File: src/rtl/id_ex_skid_if.sv
// Valid/ready bus carrying one ID/EX instruction.
// The producer uses the master modport and the consumer uses the slave modport.
interface id_ex_skid_if #(
    parameter int DATA_W = 32,
    parameter int NDATA  = 4,
    parameter int CTRL_W = 11,
    parameter int META_W = 16
);
    logic                      valid;
    logic                      ready;
    logic [NDATA*DATA_W-1:0]   data;
    logic [CTRL_W-1:0]         ctrl;
    logic [META_W-1:0]         meta;

    modport master (output valid, data, ctrl, meta, input  ready);
    modport slave  (input  valid, data, ctrl, meta, output ready);
endinterface

File: src/rtl/id_ex_skid_stage.sv
// ID/EX pipeline register with a 2-entry skid buffer, a flush-to-bubble path,
// and saturating stall/flush counters.
module id_ex_skid_stage #(
    parameter int DATA_W = 32,
    parameter int NDATA  = 4,
    parameter int CTRL_W = 11,
    parameter int META_W = 16,
    parameter int CNT_W  = 16
) (
    input  logic               clk,
    input  logic               rst_n,
    id_ex_skid_if.slave        in_if,
    id_ex_skid_if.master       out_if,
    input  logic               flush,
    output logic [CNT_W-1:0]   stall_cnt,
    output logic [CNT_W-1:0]   flush_cnt
);
    localparam int DW    = NDATA * DATA_W;
    localparam int PAY_W = DW + CTRL_W + META_W;
    localparam logic [CNT_W-1:0] CNT_ONE = {{(CNT_W-1){1'b0}}, 1'b1};

    logic [PAY_W-1:0] in_pay;
    logic [PAY_W-1:0] out_pay_reg, out_pay_next;
    logic [PAY_W-1:0] skid_pay_reg, skid_pay_next;
    logic             out_valid_reg, out_valid_next;
    logic             skid_valid_reg, skid_valid_next;
    logic             in_ready_reg, in_ready_next;
    logic             in_fire;
    logic             out_fire;

    assign in_pay   = {in_if.data, in_if.ctrl, in_if.meta};
    assign in_fire  = in_if.valid & in_ready_reg;
    assign out_fire = out_valid_reg & out_if.ready;

    always_comb begin
        out_pay_next    = out_pay_reg;
        skid_pay_next   = skid_pay_reg;
        out_valid_next  = out_valid_reg;
        skid_valid_next = skid_valid_reg;
        if (flush) begin
            out_valid_next  = 1'b0;
            skid_valid_next = 1'b0;
        end else if (skid_valid_reg) begin
            // in_ready is low here, so only the drain of the skid can happen
            if (out_fire) begin
                out_pay_next    = skid_pay_reg;
                skid_valid_next = 1'b0;
            end
        end else if (in_fire) begin
            if (!out_valid_reg || out_fire) begin
                out_pay_next   = in_pay;
                out_valid_next = 1'b1;
            end else begin
                skid_pay_next   = in_pay;
                skid_valid_next = 1'b1;
            end
        end else if (out_fire) begin
            out_valid_next = 1'b0;
        end
        // Registered so out_ready never reaches in_ready combinationally
        in_ready_next = ~skid_valid_next;
    end

    always_ff @(posedge clk or negedge rst_n) begin
        if (!rst_n) begin
            out_pay_reg    <= '0;
            skid_pay_reg   <= '0;
            out_valid_reg  <= 1'b0;
            skid_valid_reg <= 1'b0;
            in_ready_reg   <= 1'b1;
        end else begin
            out_pay_reg    <= out_pay_next;
            skid_pay_reg   <= skid_pay_next;
            out_valid_reg  <= out_valid_next;
            skid_valid_reg <= skid_valid_next;
            in_ready_reg   <= in_ready_next;
        end
    end

    assign in_if.ready  = in_ready_reg;
    assign out_if.valid = out_valid_reg;
    assign out_if.data  = out_pay_reg[PAY_W-1 -: DW];
    assign out_if.ctrl  = out_valid_reg ? out_pay_reg[META_W +: CTRL_W] : '0;
    assign out_if.meta  = out_pay_reg[META_W-1:0];

    // Counter 0 tracks stalls, counter 1 tracks flushes that squash live entries
    logic [1:0] cnt_hit;
    assign cnt_hit = {flush & (out_valid_reg | skid_valid_reg),
                      out_valid_reg & ~out_if.ready};

    genvar gi;
    generate
        for (gi = 0; gi < 2; gi++) begin : g_cnt
            logic [CNT_W-1:0] cnt_reg;
            always_ff @(posedge clk or negedge rst_n) begin
                if (!rst_n) begin
                    cnt_reg <= '0;
                end else if (cnt_hit[gi] && (cnt_reg != '1)) begin
                    cnt_reg <= cnt_reg + CNT_ONE;
                end
            end
        end
    endgenerate

    assign stall_cnt = g_cnt[0].cnt_reg;
    assign flush_cnt = g_cnt[1].cnt_reg;
endmodule

File: src/flat_wrapper.sv
// flat-port wrapper written by rule: the top's interface ports become plain ports
module id_ex_skid_stage_flat 
#(
    parameter int DATA_W = 32,
    parameter int NDATA  = 4,
    parameter int CTRL_W = 11,
    parameter int META_W = 16,
    parameter int CNT_W  = 16
)
  (clk, rst_n, flush, stall_cnt, flush_cnt, in_if_valid, in_if_data, in_if_ctrl, in_if_meta, in_if_ready, out_if_valid, out_if_data, out_if_ctrl, out_if_meta, out_if_ready);
  id_ex_skid_if #(.DATA_W(DATA_W), .NDATA(NDATA), .CTRL_W(CTRL_W), .META_W(META_W)) in_if_i ();
  id_ex_skid_if #(.DATA_W(DATA_W), .NDATA(NDATA), .CTRL_W(CTRL_W), .META_W(META_W)) out_if_i ();
  input  logic clk;
  input  logic rst_n;
  input  logic flush;
  output logic [CNT_W-1:0] stall_cnt;
  output logic [CNT_W-1:0] flush_cnt;
  input wire logic [$bits(in_if_i.valid)-1:0] in_if_valid;
  input wire logic [$bits(in_if_i.data)-1:0] in_if_data;
  input wire logic [$bits(in_if_i.ctrl)-1:0] in_if_ctrl;
  input wire logic [$bits(in_if_i.meta)-1:0] in_if_meta;
  output wire logic [$bits(in_if_i.ready)-1:0] in_if_ready;
  output wire logic [$bits(out_if_i.valid)-1:0] out_if_valid;
  output wire logic [$bits(out_if_i.data)-1:0] out_if_data;
  output wire logic [$bits(out_if_i.ctrl)-1:0] out_if_ctrl;
  output wire logic [$bits(out_if_i.meta)-1:0] out_if_meta;
  input wire logic [$bits(out_if_i.ready)-1:0] out_if_ready;
  assign in_if_i.valid = in_if_valid;
  assign in_if_i.data = in_if_data;
  assign in_if_i.ctrl = in_if_ctrl;
  assign in_if_i.meta = in_if_meta;
  assign in_if_ready = in_if_i.ready;
  assign out_if_valid = out_if_i.valid;
  assign out_if_data = out_if_i.data;
  assign out_if_ctrl = out_if_i.ctrl;
  assign out_if_meta = out_if_i.meta;
  assign out_if_i.ready = out_if_ready;
  id_ex_skid_stage #(.DATA_W(DATA_W), .NDATA(NDATA), .CTRL_W(CTRL_W), .META_W(META_W), .CNT_W(CNT_W)) u_core (.clk(clk), .rst_n(rst_n), .in_if(in_if_i), .out_if(out_if_i), .flush(flush), .stall_cnt(stall_cnt), .flush_cnt(flush_cnt));
endmodule
File: config.mk
export PLATFORM = sky130hd
export DESIGN_NAME = id_ex_skid_stage_flat
export DESIGN_NICKNAME = d
export VERILOG_FILES = /design/src/rtl/id_ex_skid_if.sv /design/src/rtl/id_ex_skid_stage.sv /design/src/flat_wrapper.sv
export SDC_FILE = /design/constraint.sdc
export NUM_CORES = 1
export LEC_CHECK = 0
export BUFFER_PORTS_ARGS = -buffer_cell sky130_fd_sc_hd__buf_4
export CORE_ASPECT_RATIO = 1.5
export CORE_MARGIN = 2
export CORE_UTILIZATION = 35
export DETAILED_ROUTE_END_ITERATION = 10
export PLACE_DENSITY = 0.51
export SLEW_MARGIN = 0
export SYNTH_ARGS = -nofsm -noshare
export SYNTH_HDL_FRONTEND = slang
export SYNTH_SLANG_ARGS = --single-unit
export TNS_END_PERCENT = 20
File: constraint.sdc
create_clock -name clk -period 1.9 [get_ports clk]
set_input_delay 0 -clock clk [delete_from_list [all_inputs] [get_ports clk]]
set_output_delay 0 -clock clk [all_outputs]
set_load 0.01 [all_outputs]
==> metrics.txt <==
Antenna Nets Post-Route 0; net count after synthesis 1477; Initial Util 0.353; synthesized netlist cell count 1315; peak supply drop 665 uV; Switching Fraction 0.278; Synth Warn # 0; Crit-path slowest cell dfstp_2; initial antenna violation count 1; Die ar. 47700 um^2; largest fanout on the critical path 43; min cycle time layout 1.88 ns; Syn Area/Cell 12.2 um^2; sequential share of power 0.438; Tot GR Track Use 0.167; RePlAce Congestion 0.789; sum of buffers and inverters on the critical path 1; fmax 531 MHz; CTS Buf Count 38; delay-heaviest family, CP flip-flops; Gate power share 0.246; skew final 0.0119 ns; power density over the cells 1110 nW/um^2; Critical Setup Path Class register to register; status complete, no violations; Worst Max-Slew Pin Slew 1.06 ns; post-DR vias/cell 4.65; number of global-route vias before repair 11500; # nets final 1865; RSZ-0062 raised after global routing yes; synthesized flop and latch total 345; clock network fraction of total power 0.316; share of cells above drive strength 1 0.333; Netlist cell types 43; count of pins over their slew limit 0; Max Root-Sink Buffers 3; CTS Sinks 345; worst setup margin 0.0160 ns; required time of the critical path 2.30 ns; fill cell count 4124; Synth Flop Type dfrtp_1; P_leak 9.88 nW; WL final 39.9 mm; final hold vios 0; Min-Delay Path Class input port to asynchronous set/reset pin; DRT Pass-1 Iters 4; H-Tree Level Count 2; Port Buffers 348; I/O pins 349; Post-synth EDFFs 0; die width 179 um; Cell Chain, Critical Path nand3b_4, or3_4, buf_12, mux2_1; worst slack, placed 0.0168 ns; largest net degree at the start of global routing 110; maxcap violations 0; final hold slack 0.150 ns; CP startpoint kind register; DRT iter0 DRCs 408; area of the multi-input gates 5950 um^2; Clk Latency, worst-skew pair 0.53 ns; DRC 0; Syn-to-layout area delta 33.6%; clk root buf clkbuf_16; fin crit share 0.992; area of the mapped netlist 16100 um^2; switching power 6.61 mW; slowest stage delay, CP 0.57 ns; Die Ht 267 um; Crit path arrival time 2.29 ns; Seq/Total Area, Yosys 0.537; vias post-DR 10800; asr flop ratio synth 1.00; core area 45500 um^2; Reg clk slew, reported paths 0.06 ns; CTS tree built; Avg WL per Cell 17.2 um; final setup vio count 0; grt ovf 0; Reg area 8640 um^2; Final HPWL DP 26.7 mm; Relative slew margins 0.292; Int Pwr 17.2 mW; Worst Setup End Kind register; Rows 96; first-pass GRT wire length 62.9 mm
power groups by stage:
stage	clock network, mW	registers (mW)	logic (mW)
floorplan	0	10.3	4.05
global placement	0	10.5	5.50
detailed placement	0	10.5	5.65
CTS	7.83	10.4	5.94
global route	8.09	10.7	6.41
finish	7.53	10.4	5.85
metal layers:
| metal | global-route usage | up-vias | routed length (um) |
|---|---|---|---|
| met1 | 0.197 | 5293 | 16000 |
| met2 | 0.295 | 268 | 20300 |
| met4 | 0.0486 | 0 | 937 |
| met3 | 0.0430 | 51 | 2670 |
| met5 | 0 | - | 0 |
| li1 | - | 5162 | - |
worst reg2reg max path, delay by kind of cell, from the launching register on:
| kind | cells | cell delay, ns |
|---|---|---|
| buffers and inverters | 1 | 0.23 |
| flip-flops | 1 | 0.57 |
| multiplexers | 1 | 0.39 |
| AND/OR/NAND/NOR | 2 | 0.57 |
layout by cell type (no fill, tap or decap), types with 2 or more instances in the layout:
cell	instances
mux2_1	58
nor4_1	2
xnor2_1	9
mux2_4	100
buf_4	386
and2_1	12
buf_16	2
nand3_1	9
clkbuf_8	4
and4_1	3
dlygate4sd3_1	161
buf_12	16
ha_1	2
inv_1	5
clkinv_2	8
a31oi_1	5
dfrtp_1	343
xor2_1	17
a311oi_1	2
nor2_2	2
a21oi_1	157
clkbuf_16	41
nor2_1	162
nor3_1	8
nand4_1	10
bufinv_16	3
nor4_2	3
o21ai_1	3
mux2i_1	155
clkbuf_1	10
or2_1	2
nand2_1	11
cell families after synthesis:
logic type,Yosys count,synth area share
DFF,345,0.537
muxes,313,0.230
and+or+nand+nor,235,0.0670
buffers and inverters,223,0.0953
AOI/OAI and AO/OA,171,0.0550
xor gates and xnor gates,26,0.0142
adders and majority gates,2,0.00155
synth_stat cells, drive strengths merged (8+ instances only):
cell type | instances | area, um^2
nor3 | 8 | 40.0
xnor2 | 9 | 78.8
mux2i | 155 | 1550
nand4 | 10 | 62.6
dfrtp | 344 | 8610
and2 | 12 | 75.1
xor2 | 17 | 149
buf | 187 | 1400
nor2 | 164 | 616
mux2 | 158 | 2150
nand3 | 9 | 45.0
clkbuf | 31 | 116
a21oi | 157 | 786
nand2 | 11 | 41.3
through the flow:
stage / cells / util / power, mW / instance area, um^2 / setup TNS (ns)
global placement: 2088 / 0.408 / 16.0 / 18600 / 0
finish: 2319 / 0.472 / 23.8 / 21500 / 0
floorplan: 1315 / - / 14.3 / 16100 / 0
CTS: 2317 / 0.471 / 24.2 / 21500 / 0
global route: 2319 / 0.472 / 25.2 / 21500 / -1.81
detailed placement: 2088 / 0.408 / 16.2 / 18600 / 0
area by class of cell:
class / count / area share
flip-flops and latches: 345 / 0.402
diodes: 1 / 0.000116
repair buffers: 566 / 0.228
clock inverters: 12 / 0.00640
well taps: 588 / 0.0342
clock buffers: 55 / 0.0520
multi-input cells: 747 / 0.277
inverters: 5 / 0.000873
repair_timing:
action / in CTS / in global routing
endpoints found under the hold margin: 660 / 0
resized for setup: 0 / 7
hold buffers: 162 / 0
setup endpoints to repair: 0 / 106
setup buffers: 0 / 1
final timing paths:
| path | to | slack (ns) | start | cells past startpoint |
|---|---|---|---|---|
| max in group asynchronous | u_core.skid_valid_reg$_DFF_PN0_ | 0.50 | rst_n | 3 |
| max | u_core.skid_pay_reg[133]$_DFFE_PN0P_ | 0.02 | u_core.in_if.ready$_DFF_PN1_ | 4 |
| min reg2reg | u_core.skid_pay_reg[107]$_DFFE_PN0P_ | 0.49 | u_core.skid_pay_reg[107]$_DFFE_PN0P_ | 1 |
| min | u_core.in_if.ready$_DFF_PN1_ | 0.15 | rst_n | 2 |
| max reg2reg | u_core.skid_pay_reg[133]$_DFFE_PN0P_ | 0.02 | u_core.in_if.ready$_DFF_PN1_ | 4 |
| min in group clk | u_core.skid_pay_reg[112]$_DFFE_PN0P_ | 0.24 | in_if_data[85] | 3 |
Power figures use the tool's default switching activity.
